File: config.mk
export PLATFORM = sky130hd
export DESIGN_NAME = rect_raster
export DESIGN_NICKNAME = d
export VERILOG_FILES = /design/src/rtl/rect_raster_pkg.sv /design/src/rtl/rect_raster_ctrl.sv /design/src/rtl/rect_raster.sv
export SDC_FILE = /design/constraint.sdc
export NUM_CORES = 1
export LEC_CHECK = 0
export ABC_AREA = 0
export CELL_PAD_IN_SITES_DETAIL_PLACEMENT = 2
export CELL_PAD_IN_SITES_GLOBAL_PLACEMENT = 2
export CORE_AREA = 2 2 106 108
export DETAILED_ROUTE_END_ITERATION = 12
export DIE_AREA = 0 0 108 110
export PLACE_DENSITY_LB_ADDON = 0.1
export SLEW_MARGIN = 25
export SYNTH_ARGS = -nofsm -noshare
export SYNTH_HDL_FRONTEND = slang
export SYNTH_SLANG_ARGS = --single-unit
File: constraint.sdc
create_clock -name clk -period 3.43 [get_ports clk]
set_input_delay 1.029 -clock clk [delete_from_list [all_inputs] [get_ports clk]]
set_output_delay 1.029 -clock clk [all_outputs]
set_load 0.01 [all_outputs]
File: src/rtl/rect_raster_pkg.sv
// Shared draw package: default field widths, rectangle mode codes, raster FSM states.
// No logic; types and constants only.
// Imported by rect_raster and rect_raster_ctrl.
package rect_raster_pkg;

  localparam int COORD_W_DEF = 10;
  localparam int DIM_W_DEF   = 6;
  localparam int COLOR_W_DEF = 3;

  localparam logic MODE_FILL    = 1'b0;
  localparam logic MODE_OUTLINE = 1'b1;

  typedef enum logic [1:0] {
    IDLE = 2'd0,
    RUN  = 2'd1,
    DONE = 2'd2
  } state_t;

endpackage

File: src/rtl/rect_raster_ctrl.sv
// Raster sequencing FSM: IDLE accepts a request, RUN streams pixels, DONE pulses completion.
// Latency: pixel valid the cycle after start is sampled; done one cycle after the last transfer.
// Backpressure: advances only on pix_ready; valid is masked while reset is asserted.
module rect_raster_ctrl
  import rect_raster_pkg::*;
(
  input  logic clk,
  input  logic resetn,
  input  logic start_i,
  input  logic dim_zero_i,
  input  logic last_i,
  input  logic pix_ready_i,
  output logic load_o,
  output logic step_o,
  output logic pix_valid_o,
  output logic busy_o,
  output logic done_o
);

  state_t state_q, state_d;

  // State register, synchronous active-low reset back to IDLE.
  always_ff @(posedge clk) begin
    if (!resetn) state_q <= IDLE;
    else         state_q <= state_d;
  end

  // Next-state and per-state outputs; a reset cycle never presents a pixel.
  always_comb begin
    state_d     = state_q;
    load_o      = 1'b0;
    step_o      = 1'b0;
    pix_valid_o = 1'b0;
    busy_o      = 1'b0;
    done_o      = 1'b0;
    case (state_q)
      IDLE: begin
        if (start_i) begin
          load_o  = 1'b1;
          state_d = dim_zero_i ? DONE : RUN;
        end
      end
      RUN: begin
        busy_o      = 1'b1;
        pix_valid_o = resetn;
        if (pix_ready_i && resetn) begin
          step_o = 1'b1;
          if (last_i) state_d = DONE;
        end
      end
      DONE: begin
        busy_o  = 1'b1;
        done_o  = 1'b1;
        state_d = IDLE;
      end
      default: state_d = IDLE;
    endcase
  end

endmodule

File: src/rtl/rect_raster.sv
// Rectangle rasteriser: emits (x+c, y+r) row-major, solid fill or outline only.
// Latency: first pixel one cycle after start; one pixel per cycle when downstream is ready.
// Backpressure: pix_ready low holds the presented pixel stable; counters advance only on transfer.
module rect_raster
  import rect_raster_pkg::*;
#(
  parameter int COORD_W = COORD_W_DEF,
  parameter int DIM_W   = DIM_W_DEF,
  parameter int COLOR_W = COLOR_W_DEF
) (
  input  logic               clk,
  input  logic               resetn,
  input  logic               start,
  input  logic [COORD_W-1:0] x_in,
  input  logic [COORD_W-1:0] y_in,
  input  logic [DIM_W-1:0]   w_in,
  input  logic [DIM_W-1:0]   h_in,
  input  logic [COLOR_W-1:0] color_in,
  input  logic               mode,
  input  logic               pix_ready,
  output logic               pix_valid,
  output logic [COORD_W-1:0] pix_x,
  output logic [COORD_W-1:0] pix_y,
  output logic [COLOR_W-1:0] pix_color,
  output logic               busy,
  output logic               done
);

  logic [COORD_W-1:0] x_q, x_d, y_q, y_d;
  logic [DIM_W-1:0]   w_q, w_d, h_q, h_d, c_q, c_d, r_q, r_d;
  logic [COLOR_W-1:0] color_q, color_d;
  logic               mode_q, mode_d;

  logic load, step, dim_zero;
  logic last_col, last_row, outline_mid;

  assign dim_zero    = (w_in == '0) || (h_in == '0);
  assign last_col    = (c_q == w_q - DIM_W'(1));
  assign last_row    = (r_q == h_q - DIM_W'(1));
  // Interior rows of an outline only carry the two edge pixels.
  assign outline_mid = (mode_q == MODE_OUTLINE) && (r_q != '0) && !last_row;

  rect_raster_ctrl u_ctrl (
    .clk         (clk),
    .resetn      (resetn),
    .start_i     (start),
    .dim_zero_i  (dim_zero),
    .last_i      (last_col && last_row),
    .pix_ready_i (pix_ready),
    .load_o      (load),
    .step_o      (step),
    .pix_valid_o (pix_valid),
    .busy_o      (busy),
    .done_o      (done)
  );

  // Latch the request on acceptance, then walk columns inside rows on each transfer.
  always_comb begin
    x_d     = x_q;
    y_d     = y_q;
    w_d     = w_q;
    h_d     = h_q;
    color_d = color_q;
    mode_d  = mode_q;
    c_d     = c_q;
    r_d     = r_q;
    if (load) begin
      x_d     = x_in;
      y_d     = y_in;
      w_d     = w_in;
      h_d     = h_in;
      color_d = color_in;
      mode_d  = mode;
      c_d     = '0;
      r_d     = '0;
    end else if (step) begin
      if (last_col) begin
        c_d = '0;
        r_d = r_q + DIM_W'(1);
      end else if (outline_mid) begin
        c_d = w_q - DIM_W'(1);
      end else begin
        c_d = c_q + DIM_W'(1);
      end
    end
  end

  // Datapath registers; reset clears them so the pixel outputs read zero.
  always_ff @(posedge clk) begin
    if (!resetn) begin
      x_q     <= '0;
      y_q     <= '0;
      w_q     <= '0;
      h_q     <= '0;
      color_q <= '0;
      mode_q  <= MODE_FILL;
      c_q     <= '0;
      r_q     <= '0;
    end else begin
      x_q     <= x_d;
      y_q     <= y_d;
      w_q     <= w_d;
      h_q     <= h_d;
      color_q <= color_d;
      mode_q  <= mode_d;
      c_q     <= c_d;
      r_q     <= r_d;
    end
  end

  // Coordinates wrap modulo 2^COORD_W; the carry out is dropped.
  assign pix_x     = x_q + COORD_W'(c_q);
  assign pix_y     = y_q + COORD_W'(r_q);
  assign pix_color = color_q;

endmodule
==> impl_metrics.toml, run 1 <==
[pwr]
clockPowerShare_pct = 27.7
swShare_pct = 32.0
switchingPower_mw = 0.499
power.density_nw_per_um2 = 374
power.leakage_nw = 1.70
combinationalPowerShare_pct = 29.3
seq_power_share_pct = 43.0
cellInternalPower_mw = 1.06
ir_worst_vdd_uv = 167

[route]
postRouteAntennaNets = 0
post_drt_wl_per_cell_um = 16.0
drc_errors = 0
drtIter0Drc = 59
detail_routed_via_count_per_cell = 4.80
dr_total_vias = 2845
totalWireLength_um = 9480
firstDrtPassIters = 4

[critical_path]
cp.arrival_ns = 2.28
critical_path_s_top_delay_family = "adder cells"
cp.required_ns = 2.40
slowest_delay_ns = 0.56
end_kind = "output pin"
worstSetupStartpointType = "flip-flop"
worst_setup_path_class = "reg -> out"
cp_num_buf_inv = 1
path_cells = "ha_1 -> fa_2 -> a21o_1 -> a21oi_2 -> xnor2_1 -> clkdlybuf4s50_1"
critical_path_peak_fanout = 2
cp_slowest_cell = "clkdlybuf4s50_1"

[clock_tree]
clock-sinks = 50
path_clk_slew_ns = 0.10
postCtsHoldBufs = 0
clock_path_buffers = 2
tritoncts_clock_tree = "yes"
clock-root-buffer = "clkbuf_8"
cts_made_buffers = 5
clock_insertion_delay_worst_skew_ns = 0.30
ctsHtreeMaxLevel = 2

[grt]
antenna_found_initial = 0
track_usage_pct = 16.6
grt_first_pass_wirelength_um = 15700
grt_max_degree = 42
overflow = 0
vias_in_the_first_global_route = 3114

[finish]
ratio_of_cells_with_drive_above_1_in_the_final_layout_pct = 12.6
ant_diodes = 0
final_cell_area_um2 = 4170
multi_input_area_um2 = 2040
final-seq-area_um2 = 1010
layout.nets = 514
final_core_utilization_pct = 39.0
area_delta_synth_final_pct = 33.4
filler_cell_count = 1240

[timing]
max_slew.worst_pin.slew_ns = 0.429
timing.final.crit_period_ns = 3.31
timing.max_slew.rel_slack_pct = 71.4
max_clock_freq_ghz = 0.302
final_critical_path_setup_slack_ns = 0.116
final_hold_slack_ns = 0.474
hold_violations = 0
report.final.setup_viol = 0
final_min_period_over_clock_period_pct = 96.6
final.setup_skew_ns = 0.00675
grt_setup_unrepaired = "no"
max_slew_violation_count = 0

[logic_synthesis]
syn_nets = 437
ys_warn_count = 0
synth_top_cell_area_share_pct = 32.0
syn_area_per_cell_um2 = 8.34
ffs_w_async_s_r_synth_pct = 0
syn-instance-count = 375
edff_count_synth = 0
synth_area_um2 = 3130
yosysTopAreaCell = "dfxtp_1"
synth_cell_types = 51
yosys-top-cells-area = "dfxtp_1 (32%), nand2_1 (11%), a21boi_0 (9.1%)"
postSynthRegisterBits = 50
synth_seq_area_share_pct = 32.0
ys_dominant_reg_cell = "dfxtp_1"

[floorplan]
die_area_um2 = 11900
ios = 66
fp-row-count = 38
core_um2 = 10700
start_util_pct = 29.2
die_h_um = 110
dieWidth_um = 108

[place]
preCtsSetupSlack_ns = -0.141
hpwlAfterDp_um = 7120
place.gp.congestion = 0.740
port-buffer-count = 65
postPlaceCellArea_um2 = 4040

[flow_run]
timing.max_cap.violations = 0

[worst_hold_path]
worst_hold_path_type = "reg -> reg"

[status]
run_status = "finished, final reports clean"
-- cell type report --
class | instances | area share, %
multi-input cells | 291 | 49.0
flip-flops and latches | 50 | 24.1
well taps | 140 | 4.20
inverters | 20 | 1.80
repair buffers | 84 | 18.4
clock buffers | 7 | 1.83
clock inverters | 1 | 0.720
-- final timing paths --
kind,from,endpoint,slack [ns],depth (start not counted)
max,y_q[0],pix_y[4],0.12,6
min,x_q[0],x_q[0],0.47,2
max reg2reg,w_q[0],r_q[3],0.92,9
min reg2reg,x_q[0],x_q[0],0.47,2
-- state kept, by name (all words and copies together), names as in the netlist --
signal          count
r_q                 6
pix_color           3
mode_q              1
u_ctrl.state_q      2
x_q                10
h_q                 6
c_q                 6
y_q                10
w_q                 6
-- cell families (layout without fill, tap and decap cells) --
family	count (synthesis)	in the layout	synth area share (%)
xor gates and xnor gates	36	36	10.1
and+or+nand+nor	145	145	21.9
adders and majority gates	22	22	9.28
DFF	50	50	32.0
AOI/OAI and AO/OA	81	81	20.2
muxes	7	7	2.40
buffers and inverters	34	112	4.08
-- routing by layer --
metal | up-vias | wire length (µm) | global-route usage (%)
li1 | 1429 | - | -
met1 | 1383 | 4370 | 21.1
met2 | 31 | 4840 | 30.1
met3 | 2 | 220 | 2.53
met4 | 0 | 47 | 3.02
met5 | - | 0 | 0
-- per-stage QoR --
| step | std cells | total power, mW | TNS (ns) |
|---|---|---|---|
| floorplan | 375 | 0.954 | 0 |
| global placement | 584 | 1.14 | -0.0216 |
| detailed placement | 584 | 1.16 | -0.227 |
| CTS | 593 | 1.59 | -0.0277 |
| global route | 593 | 1.66 | 0 |
| finish | 593 | 1.56 | 0 |
-- cells in the mapped netlist, types with 4 or more instances --
library cell	instances
a21boi_0	38
a21o_1	4
a21oi_1	7
and2_1	6
and3_1	4
clkbuf_1	11
dfxtp_1	50
ha_1	20
inv_1	20
mux2i_1	6
nand2_1	89
nand3_1	7
nor2_1	11
nor2b_1	7
o2bb2ai_1	4
o41ai_1	5
or4_1	4
xnor2_1	20
xor2_1	16
-- cell usage in the layout (no fill, tap or decap), types with 2 or more instances in the layout --
cell | synthesis | layout
a21boi_0 | 38 | 37
a21o_1 | 4 | 4
a21oi_1 | 7 | 3
a21oi_2 | 0 | 4
and2_1 | 6 | 6
and3_1 | 4 | 4
buf_4 | 0 | 19
clkbuf_1 | 11 | 2
clkbuf_2 | 0 | 5
clkbuf_8 | 0 | 5
clkdlybuf4s50_1 | 0 | 54
dfxtp_1 | 50 | 46
dfxtp_2 | 0 | 4
dlygate4sd2_1 | 0 | 4
fa_2 | 0 | 2
ha_1 | 20 | 20
inv_1 | 20 | 20
mux2i_1 | 6 | 6
nand2_1 | 89 | 89
nand2b_1 | 3 | 3
nand3_1 | 7 | 7
nor2_1 | 11 | 11
nor2b_1 | 7 | 7
nor3b_2 | 2 | 2
nor4_1 | 3 | 3
o211ai_1 | 2 | 2
o21ai_1 | 2 | 3
o21ai_2 | 0 | 2
o22ai_1 | 2 | 2
o2bb2ai_1 | 4 | 4
o41ai_1 | 5 | 5
or4_1 | 4 | 4
xnor2_1 | 20 | 20
xor2_1 | 16 | 16
-- power groups by stage --
stage / clock (mW) / combinational, mW / sequential [mW]
after floorplan: 0 / 0.279 / 0.675
after global placement: 0 / 0.458 / 0.683
after detailed placement: 0 / 0.471 / 0.685
after CTS: 0.449 / 0.468 / 0.672
after global routing: 0.469 / 0.510 / 0.680
final: 0.433 / 0.457 / 0.672
-- worst min-delay path, delay by kind of cell, from the launching register on --
kind | cells | cell delay, ns
simple gates | 1 | 0.04
compound gates | 1 | 0.07
flops | 1 | 0.33
-- timing repair --
item / CTS / global route
setup buffers: 1 / 0
setup endpoints to repair: 11 / 7
resized for setup: 22 / 20
endpoints found under the hold margin: 0 / 0
pin swaps: 3 / 3
Power figures use the tool's default switching activity.
==> run 2, diff against run 1 <==
CAP_MARGIN = 0   (was unset)
SLEW_MARGIN = 10   (was 25)
==> results of run 2 <==
No change in the layout: final DEF, timing and power equal those of run 1.
